`src/rtl/count_seg7_display.sv`:
```
`default_nettype none
// ============================================================================
// Module      : count_seg7_display
// Description : 8-bit counter value to 3-digit BCD (double-dabble) with
//               multiplexed common-anode 7-segment scan and tc-stretched dp.
//               Optional macro: LEADING_ZERO_BLANK_EN (blank leading zeros).
// Revision    : 1.0 - initial release
// ============================================================================
module count_seg7_display #(
    parameter int REFRESH_DIV = 100000,
    parameter int TC_HOLD     = 50000000
) (
    input  logic       clk,
    input  logic       reset,
    input  logic [7:0] value,
    input  logic       tc,
    output logic       busy,
    output logic [3:0] an,
    output logic [6:0] seg,
    output logic       dp
);

    localparam int c_ref_w = (REFRESH_DIV > 1) ? $clog2(REFRESH_DIV) : 1;
    localparam int c_hold_w = $clog2(TC_HOLD + 1);
    localparam logic [c_ref_w-1:0]  c_ref_max   = c_ref_w'(REFRESH_DIV - 1);
    localparam logic [c_hold_w-1:0] c_hold_load = c_hold_w'(TC_HOLD);

    typedef enum logic [1:0] {
        S_IDLE  = 2'd0,
        S_SHIFT = 2'd1,
        S_LATCH = 2'd2
    } state_t;

    state_t              r_state;
    logic [7:0]          r_shreg;
    logic [11:0]         r_bcd;
    logic [2:0]          r_iter;
    logic [7:0]          r_cap;
    logic [7:0]          r_last;
    logic                r_force;
    logic [3:0]          r_hund;
    logic [3:0]          r_tens;
    logic [3:0]          r_ones;
    logic [c_ref_w-1:0]  r_ref;
    logic [1:0]          r_idx;
    logic [c_hold_w-1:0] r_hold;

    logic [11:0] w_adj;
    logic [3:0]  w_digit;
    logic [3:0]  w_an_next;
    logic [6:0]  w_seg_next;
    logic        w_dp_next;

    function automatic logic [11:0] add3(input logic [11:0] b);
        logic [11:0] r;
        r = b;
        for (int i = 0; i < 3; i++) begin
            if (r[i*4 +: 4] >= 4'd5)
                r[i*4 +: 4] = r[i*4 +: 4] + 4'd3;
        end
        return r;
    endfunction

    function automatic logic [6:0] seg7(input logic [3:0] d);
        case (d)
            4'd0:    seg7 = 7'h40;
            4'd1:    seg7 = 7'h79;
            4'd2:    seg7 = 7'h24;
            4'd3:    seg7 = 7'h30;
            4'd4:    seg7 = 7'h19;
            4'd5:    seg7 = 7'h12;
            4'd6:    seg7 = 7'h02;
            4'd7:    seg7 = 7'h78;
            4'd8:    seg7 = 7'h00;
            4'd9:    seg7 = 7'h10;
            default: seg7 = 7'h7F;
        endcase
    endfunction

    always_comb begin
        w_adj = add3(r_bcd);
    end

    // Conversion engine: a value change arriving mid-conversion is picked up
    // by the mismatch test on the first IDLE cycle after LATCH.
    always_ff @(posedge clk) begin
        if (reset) begin
            r_state <= S_IDLE;
            r_shreg <= 8'd0;
            r_bcd   <= 12'd0;
            r_iter  <= 3'd0;
            r_cap   <= 8'd0;
            r_last  <= 8'd0;
            r_force <= 1'b1;
            r_hund  <= 4'd0;
            r_tens  <= 4'd0;
            r_ones  <= 4'd0;
            busy    <= 1'b0;
        end else begin
            case (r_state)
                S_IDLE: begin
                    if ((value != r_last) || r_force) begin
                        r_shreg <= value;
                        r_cap   <= value;
                        r_bcd   <= 12'd0;
                        r_iter  <= 3'd0;
                        busy    <= 1'b1;
                        r_state <= S_SHIFT;
                    end
                end
                S_SHIFT: begin
                    {r_bcd, r_shreg} <= {w_adj, r_shreg} << 1;
                    r_iter <= r_iter + 3'd1;
                    if (r_iter == 3'd7)
                        r_state <= S_LATCH;
                end
                S_LATCH: begin
                    r_hund  <= r_bcd[11:8];
                    r_tens  <= r_bcd[7:4];
                    r_ones  <= r_bcd[3:0];
                    r_last  <= r_cap;
                    r_force <= 1'b0;
                    busy    <= 1'b0;
                    r_state <= S_IDLE;
                end
                default: r_state <= S_IDLE;
            endcase
        end
    end

    always_comb begin
        w_an_next = 4'b1111;
        w_digit   = 4'hF;
        case (r_idx)
            2'd0: begin w_an_next = 4'b1110; w_digit = r_ones; end
            2'd1: begin w_an_next = 4'b1101; w_digit = r_tens; end
            2'd2: begin w_an_next = 4'b1011; w_digit = r_hund; end
            default: begin w_an_next = 4'b1111; w_digit = 4'hF; end
        endcase
        w_seg_next = seg7(w_digit);
`ifdef LEADING_ZERO_BLANK_EN
        if ((r_idx == 2'd2) && (r_hund == 4'd0))
            w_seg_next = 7'h7F;
        if ((r_idx == 2'd1) && (r_hund == 4'd0) && (r_tens == 4'd0))
            w_seg_next = 7'h7F;
`endif
        w_dp_next = !((r_hold != '0) && (r_idx == 2'd0));
    end

    // an/seg/dp are all derived from the same r_idx in one register stage,
    // so a digit select and its segment pattern always change together.
    always_ff @(posedge clk) begin
        if (reset) begin
            r_ref  <= '0;
            r_idx  <= 2'd0;
            r_hold <= '0;
            an     <= 4'b1111;
            seg    <= 7'h7F;
            dp     <= 1'b1;
        end else begin
            if (r_ref == c_ref_max) begin
                r_ref <= '0;
                r_idx <= (r_idx == 2'd2) ? 2'd0 : r_idx + 2'd1;
            end else begin
                r_ref <= r_ref + 1'b1;
            end
            if (tc)
                r_hold <= c_hold_load;
            else if (r_hold != '0)
                r_hold <= r_hold - 1'b1;
            an  <= w_an_next;
            seg <= w_seg_next;
            dp  <= w_dp_next;
        end
    end

endmodule
`default_nettype wire
```
`config.mk`:
```
export PLATFORM = sky130hd
export DESIGN_NAME = count_seg7_display
export DESIGN_NICKNAME = d
export VERILOG_FILES = /design/src/rtl/count_seg7_display.sv
export SDC_FILE = /design/constraint.sdc
export NUM_CORES = 1
export LEC_CHECK = 0
export CAP_MARGIN = 15
export CORE_MARGIN = 2
export CORE_UTILIZATION = 59
export CTS_BUF_LIST = sky130_fd_sc_hd__clkbuf_2 sky130_fd_sc_hd__clkbuf_4 sky130_fd_sc_hd__clkbuf_8
export CTS_CLUSTER_DIAMETER = 50
export DETAILED_ROUTE_END_ITERATION = 16
export DONT_BUFFER_PORTS = 1
export GPL_TIMING_DRIVEN = 0
export PLACE_DENSITY = 0.78
export REMOVE_ABC_BUFFERS = 1
export SLEW_MARGIN = 20
export SYNTH_ARGS = -nofsm -noshare
export SYNTH_HDL_FRONTEND = slang
export SYNTH_SLANG_ARGS = --single-unit
```
`constraint.sdc`:
```
create_clock -name clk -period 2.4 [get_ports clk]
set_clock_uncertainty 0.15 [all_clocks]
set_input_delay 0.72 -clock clk [delete_from_list [all_inputs] [get_ports clk]]
set_output_delay 0.72 -clock clk [all_outputs]
set_load 0.05 [all_outputs]
```
## Word-level counts from Yosys, hierarchy flattened

Memories as Yosys holds them, arrays and structs flattened. A register that Yosys moved wholly into a read port is not among the register bits.
Cells that the tools add are included.

- Input bits: 11
- Bits in read-only memories: 112
- Flip-flop bits (word level): 105
- Memories kept: 1

Memories:

| memory | depth | bits a word | rd ports | clocked after Yosys merged registers in | wr ports | RTL line | source |
|---|---|---|---|---|---|---|---|
| (no name shown) | 16 | 7 | 1 | 1 | 0 | 65 | `case (d)` |

- Add/sub/neg operators: 7
- Mux-type cells: 19
- Order comparisons: 3
- Reductions and logical operators: 15
- Equal/unequal tests: 9

Operator list:

| operator | count |
|---|---|
| $mux W26 | 2 |
| $reduce_bool A26 Y1 | 1 |
| $sub A26 B1 Y26 const B | 1 |
| $pmux W12 S2 | 1 |
| $add A17 B1 Y17 const B | 1 |
| $eq A17 B17 Y1 const B | 1 |
| $pmux W8 S2 | 1 |
| $ge A4 B3 Y1 const B | 3 |
| $mux W12 | 1 |
| $pmux W4 S3 | 1 |
| $pmux W3 S3 | 1 |
| $add A4 B2 Y4 const B | 2 |
| $mux W4 | 2 |
| $mux W8 | 1 |
| $ne A8 B8 Y1 | 1 |
| $reduce_and A2 Y1 | 4 |
| $mux W2 | 3 |
| $mux W3 | 2 |
| $pmux W3 S2 | 1 |
| $reduce_bool A2 Y1 | 3 |
| $eq A2 B1 Y1 const B | 2 |
| $eq A2 B2 Y1 const B | 2 |
| $logic_not A2 Y1 | 2 |
| $ne A2 B2 Y1 const B | 2 |
| 11 further kinds | 12 |

## Depth between registers and ports, before layout

Gate-level depths: netlist of the first run.

- Depth after elaboration: 4
- Mapped depth: 8
- Gate-level depth less buffers: 7

## Least setup slack after synthesis of the first run

OpenSTA, ideal clock, no wires.

- Path type: register -> register
- Start: reg r_idx[0]
- End: reg seg[6]
- Arrival time: 2.056 ns
- Path slack: 0.068 ns
- Cell stages (with the launch flop): 9
- Period minus slack after synthesis: 2.332 ns
- Buffers on the path: 1
- Cells stage by stage: dfxtp_1 -> clkbuf_1 -> mux2_2 -> o22ai_1 -> inv_1 -> ha_1 -> mux2_2 -> o21ai_0 -> nand2_1

- Longest elaborated chain between the ends: 2
- Elaborated cells between the ends (all ways): 4
- Classes of those cells: eq/ne: 2; mux: 1; reduce/logical: 1

RTL lines:

| element | RTL line | source |
|---|---|---|
| start: declaration | 45 | `logic [1:0] r_idx;` |
| start signal: assignment | 163 | `r_idx <= (r_idx == 2'd2) ? 2'd0 : r_idx + 2'd1;` |
| $eq A2 B2 Y1, or another cell as far along | 134 | `case (r_idx)` |
| $pmux W4 S3 (*) | 134 |  |
| end: declaration | 19 | `output logic [6:0] seg,` |

Mark *: on every way between the ends. The rest lies on a longest branch, timed or not.
A chain may end at the register's enable or synchronous reset.

## Worst setup path in the final report of the first run

- Start: reg r_hold[8]
- End: reg r_hold[22]

- Longest elaborated chain between the ends: 3
- Elaborated cells between the ends (all ways): 5
- Classes of those cells: add/sub: 1; mux: 2; reduce/logical: 2

RTL lines:

| element | RTL line | source |
|---|---|---|
| start: declaration | 46 | `logic [c_hold_w-1:0] r_hold;` |
| start signal: assignment | 168 | `r_hold <= c_hold_load;` |
| start signal: assignment | 170 | `r_hold <= r_hold - 1'b1;` |
| $sub A26 B1 Y26 | 170 |  |
| $mux W26 | 169 | `else if (r_hold != '0)` |
| $mux W26 | 167 | `if (tc)` |

Several ways; a longest one is shown, not always the timed one. The select of a mux whose other input is x is not followed.

==> key figures, run 1 <==
Setup path
  – Required time worst endpoint: 2.50 ns
  – Worst Setup SP: r_hold[8]$_SDFFE_PP0P_
  – Critical path class: flop to flop
  – Reg2Reg Depth: 5
  – Critical path peak fanout: 5
  – Crit path DAT: 2.40 ns
  – CP bufs+invs: 0
  – Critical path depth in cells: 5
  – Type of origin of the critical path: flop
  – Largest delay share family, worst path: simple AND/OR/NAND/NOR gates
  – CP max-delay cell: or4_1
  – Reg2reg start: r_hold[8]$_SDFFE_PP0P_
  – Critical path's largest stage delay: 0.67 ns
  – Crit path capture type: flop
  – Critical path, cell by cell: or4_1 > or3_4 > a2111oi_2 > xnor2_1 > a21oi_1

Synth
  – Synth cell types: 53
  – Post-Synthesis Cell Area: between 4000 and 5000 um^2
  – Largest area contributor in the netlist: dfxtp_1
  – Register area share after synthesis: between 40 and 50%
  – Yosys warnings: 0
  – Synth area leaders: dfxtp_1 45%, nand2_1 4.7%, xor2_1 4.6%
  – Top cell type's share of synthesized area: 44.6%
  – Post-Synthesis Cells: 556
  – Post-synth top flop: dfxtp_1
  – Mapped Avg Cell Area: 8.96 um^2
  – Post-synth EDFFs: 0
  – Synth Register Bits: 111
  – Async set-reset flop share out of synthesis: 0%

CTS
  – TritonCTS Buffers: 9
  – Clock root cell: clkbuf_8
  – Clock transition at the registers of the reported paths: 0.10 ns
  – Clock Tree Buf Depth: 2
  – Clk_lat worst skew: 0.37 ns
  – TritonCTS clock tree: built
  – Max H-tree Level: 3
  – Clock sink total: 111

Timing
  – Slew Limit Headroom: 40.5%
  – Final hold slack: between 0.2 and 0.3 ns
  – Final Cycle Share: 96.0%
  – Max Clock Freq: around 430 MHz
  – Setup violators final: 0
  – RSZ-0062 raised after global routing: no
  – Final Hold Vio Count: 0
  – Final Max Tran Viols: 0
  – Period minus WS final: 2.30 ns
  – Actual slew at the worst max-slew pin: 0.891 ns

Floorplanning
  – Rows: 33
  – Core area: 8220 um^2
  – Die area: 9200 um^2
  – I/O pins: 24
  – Initial Utilization: between 60% and 70%
  – Die W: 95.9 um
  – Die H: between 90 and 100 um

Flow run
  – Max Cap Viol: 0

Layout
  – FF+latch area: 2220 um^2
  – Antenna cells: 0
  – Area Overhead vs Synth: 7.11%
  – Final core area utilization: 65.0%
  – Area of the multi-input gates: 2670 um^2
  – # fillers: 651
  – Layout net count: approximately 570
  – Most frequent cells in the layout: 110 x dfxtp_1, 62 x nand2_1, 52 x nor2_1
  – Layout cells sized above 1: 10.7%
  – Commonest non-fill, non-tap cell in the layout: dfxtp_1

Routing
  – Starting DRT DRC Count: between 100 and 150
  – DRC Markers: 0
  – WL final: 9.68 mm
  – Vias post-DR: 3,831
  – DRT Pass-1 Iters: 4
  – Via-per-instance ratio: a little under 6
  – Detail Route Antenna Nets: 0
  – Wire length per cell: 14.8 um

GRT
  – Total track usage: 22.0%
  – Pin count of the biggest net entering global routing: 57
  – Global-route wire length before repair: 16.0 mm
  – Initial antenna violation count: 0
  – Vias in the first global route: 3,619
  – Grt total ovfl: 0

Outcome
  – Outcome: finished, final reports clean

Placement
  – Port Buf Inserts: 0
  – GP Congestion: 0.882
  – Detail Placement HPWL: 6.50 mm

Min path
  – Hold Path Stages: 1
  – Hold Crit Class: input port to flop
  – Hold Crit Start: reset

Power and ir drop
  – Static Leak: slightly above 2 nW
  – Max IR drop VDD: 0.416 mV
  – Pwr Density: 631 nW/um^2
==> power by group <==
| group | internal [mW] | leakage, nW | switching, mW |
|---|---|---|---|
| logic | 0.139 | 1.03 | 0.187 |
| registers | 1.91 | 0.908 | 0.0883 |
| clock network | 0.428 | 0.0942 | 0.621 |
| total | 2.47 | 2.04 | 0.897 |
==> worst register-to-register path: stages (launching register included) <==
cell and delay [ns]:
dfxtp_1 0.35, or4_1 0.67, or3_4 0.45, a2111oi_2 0.33, xnor2_1 0.16, a21oi_1 0.08
==> synth_stat cells (10+ instances only) <==
| master | instances |
|---|---|
| inv_1 | 21 |
| clkbuf_1 | 21 |
| a22o_1 | 11 |
| xor2_1 | 26 |
| ha_1 | 16 |
| o21ai_0 | 12 |
| and3_1 | 17 |
| nor3_1 | 10 |
| nor2_1 | 53 |
| nand2_1 | 62 |
| mux2i_1 | 13 |
| xnor2_1 | 19 |
| nand3_1 | 15 |
| dfxtp_1 | 111 |
| a21oi_1 | 44 |
==> cell type report <==
type	instances	area share, %
inverters	21	1.48
well taps	105	2.46
multi-input cells	397	50.0
repair buffers	6	0.985
clock buffers	11	2.72
flip-flops and latches	111	41.7
clock inverters	5	0.727
==> metrics by stage <==
stage | power (mW) | worst slack [ns] | TNS (ns) | instance area [um^2] | std cells
finish | 3.37 | 0.0956 | 0 | 5340 | 656
global route | 3.50 | 0.0214 | 0 | 5340 | 656
CTS | 3.38 | 0.00504 | 0 | 5290 | 654
detailed placement | 2.34 | -0.468 | -9.43 | 5060 | 638
global placement | 2.32 | -1.05 | -26.65 | 5010 | 634
floorplan | 2.27 | -0.296 | -5.61 | 4870 | 529
==> timing repair <==
action	CTS	global route
buffers inserted	0	2
pin swaps	1	2
endpoints found under the hold margin	0	0
endpoints found under the setup margin	31	26
hold buffers	0	0
gates resized for setup	9	7
cloned	0	0
==> logic make-up (layout without fill, tap and decap cells) <==
logic type	count (synthesis)	count (layout)	share of synthesized area [%]
and+or+nand+nor	215	215	21.9
DFF	111	111	44.6
AOI/OAI and AO/OA	102	102	14.0
buffers and inverters	48	43	3.77
xor gates and xnor gates	45	45	7.91
muxes	18	18	3.74
adders and majority gates	16	16	4.02
other	1	1	0.0752
==> worst paths after layout <==
kind	to	slack (ns)
max	r_hold[22]$_SDFFE_PP0P_	0.1
min	r_hund[1]$_SDFFE_PP0P_	0.26
max reg2reg	r_hold[22]$_SDFFE_PP0P_	0.1
min reg2reg	r_tens[0]$_SDFFE_PP0P_	0.30
==> per-layer routing <==
metal  wire [um]  share of wire (%)  GRT usage [%]
met1        4350                 45           26.6
met2        4830                 50           38.2
met3         369                3.8           5.25
met4         133                1.4           7.98
met5           0                  0              0
==> sequential cells by signal, summed over array words and instances, names as in the netlist, 2 cells and up <==
| name | cells |
|---|---|
| an | 3 |
| r_iter | 3 |
| r_shreg | 8 |
| r_ones | 4 |
| seg | 7 |
| r_hund | 4 |
| r_bcd | 12 |
| r_idx | 2 |
| r_ref | 17 |
| r_hold | 26 |
| r_last | 8 |
| r_state | 2 |
| r_tens | 4 |
| r_cap | 8 |
No activity file was read; power rests on OpenSTA's default activity.
==> inputs of run 2 (changes only) <==
--- a/config.mk
+++ b/config.mk
@@ -6,10 +6,8 @@
 export NUM_CORES = 1
 export LEC_CHECK = 0
 export CAP_MARGIN = 15
-export CORE_MARGIN = 2
 export CORE_UTILIZATION = 59
 export CTS_BUF_LIST = sky130_fd_sc_hd__clkbuf_2 sky130_fd_sc_hd__clkbuf_4 sky130_fd_sc_hd__clkbuf_8
-export CTS_CLUSTER_DIAMETER = 50
 export DETAILED_ROUTE_END_ITERATION = 16
 export DONT_BUFFER_PORTS = 1
 export GPL_TIMING_DRIVEN = 0
==> key figures, run 2 (synthesis results as in run 1) <==
Power and ir drop
  – Static Leak: 2.05 nW
  – Pwr Density: 631 nW/um^2
  – Max IR drop VDD: 0.382 mV

Routing
  – Wire length per cell: approximately 15 um
  – Detail Route Antenna Nets: 0
  – Via-per-instance ratio: between 5 and 6
  – DRC Markers: 0
  – Starting DRT DRC Count: 136
  – Vias post-DR: 3,817
  – DRT Pass-1 Iters: 4
  – WL final: ~9.6 mm

Timing
  – Final Cycle Share: 93.9%
  – Final Max Tran Viols: 0
  – Max Clock Freq: ~440 MHz
  – Actual slew at the worst max-slew pin: 0.839 ns
  – Period minus WS final: 2.25 ns
  – Slew Limit Headroom: 44.0%
  – Final Hold Vio Count: 0
  – RSZ-0062 raised after global routing: no
  – Setup violators final: 0
  – Final hold slack: between 0.2 and 0.3 ns

Setup path
  – Critical path class: flop to flop
  – Required time worst endpoint: ~2.5 ns
  – Crit path DAT: 2.36 ns
  – R2R Path End: r_hold[20]$_SDFFE_PP0P_
  – Crit path capture type: flop
  – Worst reg-to-reg setup slack: ~0.15 ns
  – Type of origin of the critical path: flop
  – Reg2reg start: r_hold[12]$_SDFFE_PP0P_
  – Reg2Reg Depth: 5
  – Critical path peak fanout: 7

Floorplanning
  – Initial Utilization: 61.0%
  – Die W: 93.9 um
  – Die area: around 9000 um^2
  – Die H: around 94 um
  – Core area: 8180 um^2
  – I/O pins: 24
  – Rows: 33

Min path
  – Hold Path Stages: 1
  – Hold Crit Start: reset
  – Hold endpoint: r_last[1]$_SDFFE_PP0P_
  – Hold Crit Class: input port to flop

CTS
  – Clock sink total: around 110
  – TritonCTS clock tree: built
  – Max H-tree Level: 3
  – TritonCTS Buffers: 9
  – Clock transition at the registers of the reported paths: 0.11 ns
  – Clock Tree Buf Depth: 2
  – Clock root cell: clkbuf_8
  – Clk_lat worst skew: 0.37 ns
  – Cts hold-fix bufs: 0

Layout
  – Antenna cells: 0
  – Most frequent cells in the layout: 110 x dfxtp_1, 62 x nand2_1, 52 x nor2_1
  – Biggest register: r_hold
  – Non-Filler Instances: 660
  – Area Overhead vs Synth: 8.16%
  – Max reg flops: 26
  – Layout cells sized above 1: 11.4%
  – Layout net count: between 500 and 600
  – Commonest non-fill, non-tap cell in the layout: dfxtp_1
  – Largest regs: r_hold: 26 flops, r_ref: 17 flops, r_bcd: 12 flops
  – Fin area: 5390 um^2

GRT
  – Vias in the first global route: 3,692
  – Pin count of the biggest net entering global routing: 58
  – Global-route wire length before repair: 16.1 mm
  – Grt total ovfl: 0
  – Initial antenna violation count: 0
  – Total track usage: between 20% and 30%

Placement
  – Detail Placement HPWL: 6.49 mm
  – Port Buf Inserts: 0
  – Placed Area: just over 5000 um^2
  – Dpl cells: 637
  – GP Congestion: about 0.82

Outcome
  – Outcome: finished, final reports clean

Flow run
  – Max Cap Viol: 0
==> run 2: cell types whose count changed in the layout (fill, tap and decap cells not counted), sizes merged <==
| cell | change |
|---|---|
| clkbuf | -1 |
| and4 | +1 |
| clkinvlp | +1 |
| a21oi | +1 |
| buf | +2 |
==> run 2: timing repair <==
item                                    CTS  global route
buffers inserted                          3             2
resized for setup                         9             9
endpoints found under the setup margin   41            23
gates cloned                              1             1
pin swaps                                 3             2
==> run 2: final cells by class <==
| cell class | instances | area [um^2] |
|---|---|---|
| timing repair buffer | 8 | 63.8 |
| inverter | 21 | 78.8 |
| tap | 105 | 131 |
| sequential | 111 | 2220 |
| clock buffer | 10 | 138 |
| multi-input combinational | 399 | 2700 |
| clock inverter | 6 | 51.3 |
| fill | 664 | 2790 |
==> run 2: worst max-delay path, stage by stage (launching register included) <==
cell and delay [ns]:
dfxtp_1 0.36, or4_4 0.61, or3_4 0.45, a2111oi_4 0.33, xnor2_1 0.15, a21oi_1 0.08
==> run 2: per-layer routing <==
layer / up-vias / GRT usage [%] / part of all wire [%]
li1: 1937 / - / -
met1: 1781 / 27.3 / 45
met2: 82 / 40.7 / 50
met3: 17 / 4.05 / 3.8
met4: 0 / 9.23 / 1.9
met5: - / 0 / 0
==> run 2: worst max path at each step <==
stage | startpoint | to | slack (ns) | cells after the start
floorplan | value[5] | r_iter[0]$_SDFFE_PP0P_ | -0.30 | 5
global placement | value[5] | r_iter[0]$_SDFFE_PP0P_ | -1.03 | 5
detailed placement | value[5] | r_iter[0]$_SDFFE_PP0P_ | -0.68 | 5
CTS | r_hold[2]$_SDFFE_PP0P_ | r_hold[21]$_SDFFE_PP0P_ | 0.02 | 5
global route | r_hold[12]$_SDFFE_PP0P_ | r_hold[20]$_SDFFE_PP0P_ | 0.02 | 5
finish | r_hold[12]$_SDFFE_PP0P_ | r_hold[20]$_SDFFE_PP0P_ | 0.15 | 5
==> run 2: stage by stage <==
step	setup TNS, ns	setup WS (ns)	util (%)	power, mW
finish	0	0.146	65.9	3.40
global placement	-25.86	-1.03	61.2	2.32
global route	0	0.0196	65.9	3.56
detailed placement	-14.63	-0.682	61.8	2.34
floorplan	-5.61	-0.296	-	2.27
CTS	0	0.0167	65.0	3.41
==> run 2: report_power, final <==
| part | internal (mW) | leakage [nW] | total, mW | switching, mW |
|---|---|---|---|---|
| Sequential | 1.91 | 0.908 | 1.99 | 0.0883 |
| Combinational | 0.147 | 1.05 | 0.348 | 0.201 |
| Clock | 0.422 | 0.0927 | 1.06 | 0.637 |
==> inputs of run 3 (changes only) <==
--- a/config.mk
+++ b/config.mk
@@ -6,14 +6,13 @@
 export NUM_CORES = 1
 export LEC_CHECK = 0
 export CAP_MARGIN = 15
-export CORE_UTILIZATION = 59
+export CORE_UTILIZATION = 55
 export CTS_BUF_LIST = sky130_fd_sc_hd__clkbuf_2 sky130_fd_sc_hd__clkbuf_4 sky130_fd_sc_hd__clkbuf_8
 export DETAILED_ROUTE_END_ITERATION = 16
 export DONT_BUFFER_PORTS = 1
 export GPL_TIMING_DRIVEN = 0
-export PLACE_DENSITY = 0.78
+export PLACE_DENSITY = 0.73
 export REMOVE_ABC_BUFFERS = 1
-export SLEW_MARGIN = 20
 export SYNTH_ARGS = -nofsm -noshare
 export SYNTH_HDL_FRONTEND = slang
 export SYNTH_SLANG_ARGS = --single-unit
==> key figures, run 3 (synthesis results as in run 1) <==
Floorplanning
  – Initial Utilization: 56.9%
  – Die W: 97.2 um
  – Core area: between 8000 and 9000 um^2
  – Die area: 9450 um^2
  – Rows: 34
  – I/O pins: 24
  – Die H: 97.2 um

GRT
  – Grt total ovfl: 0
  – Global-route wire length before repair: 16.4 mm
  – Pin count of the biggest net entering global routing: 58
  – Vias in the first global route: 3,674
  – Total track usage: a little over a fifth
  – Initial antenna violation count: 0

Setup path
  – CP max-delay cell: or4_4
  – Worst Setup SP: r_hold[2]$_SDFFE_PP0P_
  – Required time worst endpoint: 2.51 ns
  – Critical path peak fanout: 8
  – Critical path's largest stage delay: between 0.6 and 0.7 ns
  – Reg2reg start: r_hold[2]$_SDFFE_PP0P_
  – Critical path class: flop to flop
  – Crit path to: r_hold[18]$_SDFFE_PP0P_
  – Type of origin of the critical path: flop
  – Reg2Reg Depth: 5
  – Crit path capture type: flop
  – Crit path DAT: 2.40 ns
  – R2R Path End: r_hold[18]$_SDFFE_PP0P_
  – Critical path, cell by cell: or4_4 > or3_4 > a2111oi_2 > xnor2_1 > nor2_1
  – Worst reg-to-reg setup slack: 0.11 ns

Timing
  – Actual slew at the worst max-slew pin: 0.743 ns
  – TNS Setup: 0 ns
  – Final Hold Vio Count: 0
  – Final Max Tran Viols: 0
  – Final hold slack: 0.253 ns
  – Max Clock Freq: 436 MHz
  – RSZ-0062 raised after global routing: no
  – Slew Limit Headroom: 50.4%
  – Final Cycle Share: 95.5%
  – Setup violators final: 0
  – Period minus WS final: 2.29 ns

CTS
  – Max H-tree Level: 3
  – Clock transition at the registers of the reported paths: ~0.11 ns
  – TritonCTS Buffers: 9
  – Clock sink total: about 110
  – TritonCTS clock tree: built
  – Clock root cell: clkbuf_8
  – Clock Tree Buf Depth: 2
  – Clk_lat worst skew: 0.37 ns
  – Cts hold-fix bufs: 0

Min path
  – Hold Crit Class: input port to flop

Flow run
  – Max Cap Viol: 0

Layout
  – Largest regs: r_hold: 26 flops, r_ref: 17 flops, r_bcd: 12 flops
  – # fillers: 730
  – Most frequent cells in the layout: 109 x dfxtp_1, 62 x nand2_1, 53 x nor2_1
  – Area Overhead vs Synth: 8.74%
  – Max reg flops: 26
  – Non-Filler Instances: 662
  – Biggest register: r_hold
  – Commonest non-fill, non-tap cell in the layout: dfxtp_1
  – Layout net count: around 580
  – Antenna cells: 0
  – Final core area utilization: about three fifths
  – Layout cells sized above 1: a little under an eighth

Placement
  – Detail Placement HPWL: 6.37 mm
  – Dpl cells: around 640
  – Port Buf Inserts: 0
  – GP Congestion: 0.819

Power and ir drop
  – Max IR drop VDD: 0.367 mV
  – Tot Pwr: 3.44 mW
  – Static Leak: 2.07 nW
  – Pwr Density: between 600 and 700 nW/um^2

Outcome
  – Outcome: finished, final reports clean

Routing
  – Via-per-instance ratio: 5.77
  – DRT Pass-1 Iters: 4
  – Wire length per cell: 14.9 um
  – Starting DRT DRC Count: approximately 160
  – Vias post-DR: 3,817
  – Detail Route Antenna Nets: 0
  – DRC Markers: 0
  – WL final: 9.88 mm
run 3: cell types whose count changed in the layout (fill, tap and decap cells not counted), sizes merged:
cell | before | now
clkinv | 1 | 3
clkinvlp | 2 | 0
buf | 8 | 7
run 3: timing repair:
action | in CTS | in global routing
pin swaps | 1 | 3
buffers inserted | 0 | 5
cloned | 1 | 1
gates resized for setup | 11 | 11
setup endpoints to repair | 39 | 35
run 3: area by class of cell:
class	count	area (um^2)	area share, %
well taps	108	135	2.49
clock inverters	6	62.6	1.15
multi-input cells	399	2720	50.2
clock buffers	10	138	2.54
inverters	21	78.8	1.45
repair buffers	7	60.1	1.11
flip-flops and latches	111	2220	41.1
run 3: through the flow:
| step | setup WS, ns | cell area, um^2 |
|---|---|---|
| detailed placement | -0.700 | 5050 |
| global route | 0.00660 | 5420 |
| finish | 0.109 | 5420 |
| CTS | 0.0152 | 5320 |
| floorplan | -0.296 | 4870 |
| global placement | -1.06 | 5010 |
run 3: per-layer routing:
layer	share of wire, %	vias up	global-route usage [%]
met4	1.8	0	8.04
met3	3.8	21	5.04
met1	46	1800	25.5
met2	48	66	35.7
met5	0	-	0
li1	-	1930	-
run 3: power breakdown:
| part | switching (mW) | total, mW | internal (mW) |
|---|---|---|---|
| Combinational | 0.197 | 0.346 | 0.149 |
| Clock | 0.669 | 1.10 | 0.434 |
| Sequential | 0.0904 | 2.00 | 1.91 |
run 3: worst min path at each step:
stage / start / end / slack (ns) / depth (start not counted)
after floorplan: r_force$_SDFFE_PP1P_ / r_force$_SDFFE_PP1P_ / 0.27 / 2
after global placement: r_cap[0]$_SDFFE_PP0P_ / r_last[0]$_SDFFE_PP0P_ / 0.28 / 2
after detailed placement: r_cap[6]$_SDFFE_PP0P_ / r_last[6]$_SDFFE_PP0P_ / 0.29 / 2
after CTS: reset / r_last[1]$_SDFFE_PP0P_ / 0.24 / 1
after global routing: reset / r_last[2]$_SDFFE_PP0P_ / 0.23 / 1
final: reset / r_hold[25]$_SDFFE_PP0P_ / 0.25 / 1
run 3: worst max-delay path: cells and delay by family, from the launching register on:
family | cells | cell delay [ns]
xor gates and xnor gates | 1 | 0.16
DFF | 1 | 0.38
and+or+nand+nor | 3 | 1.13
AOI/OAI and AO/OA | 1 | 0.35
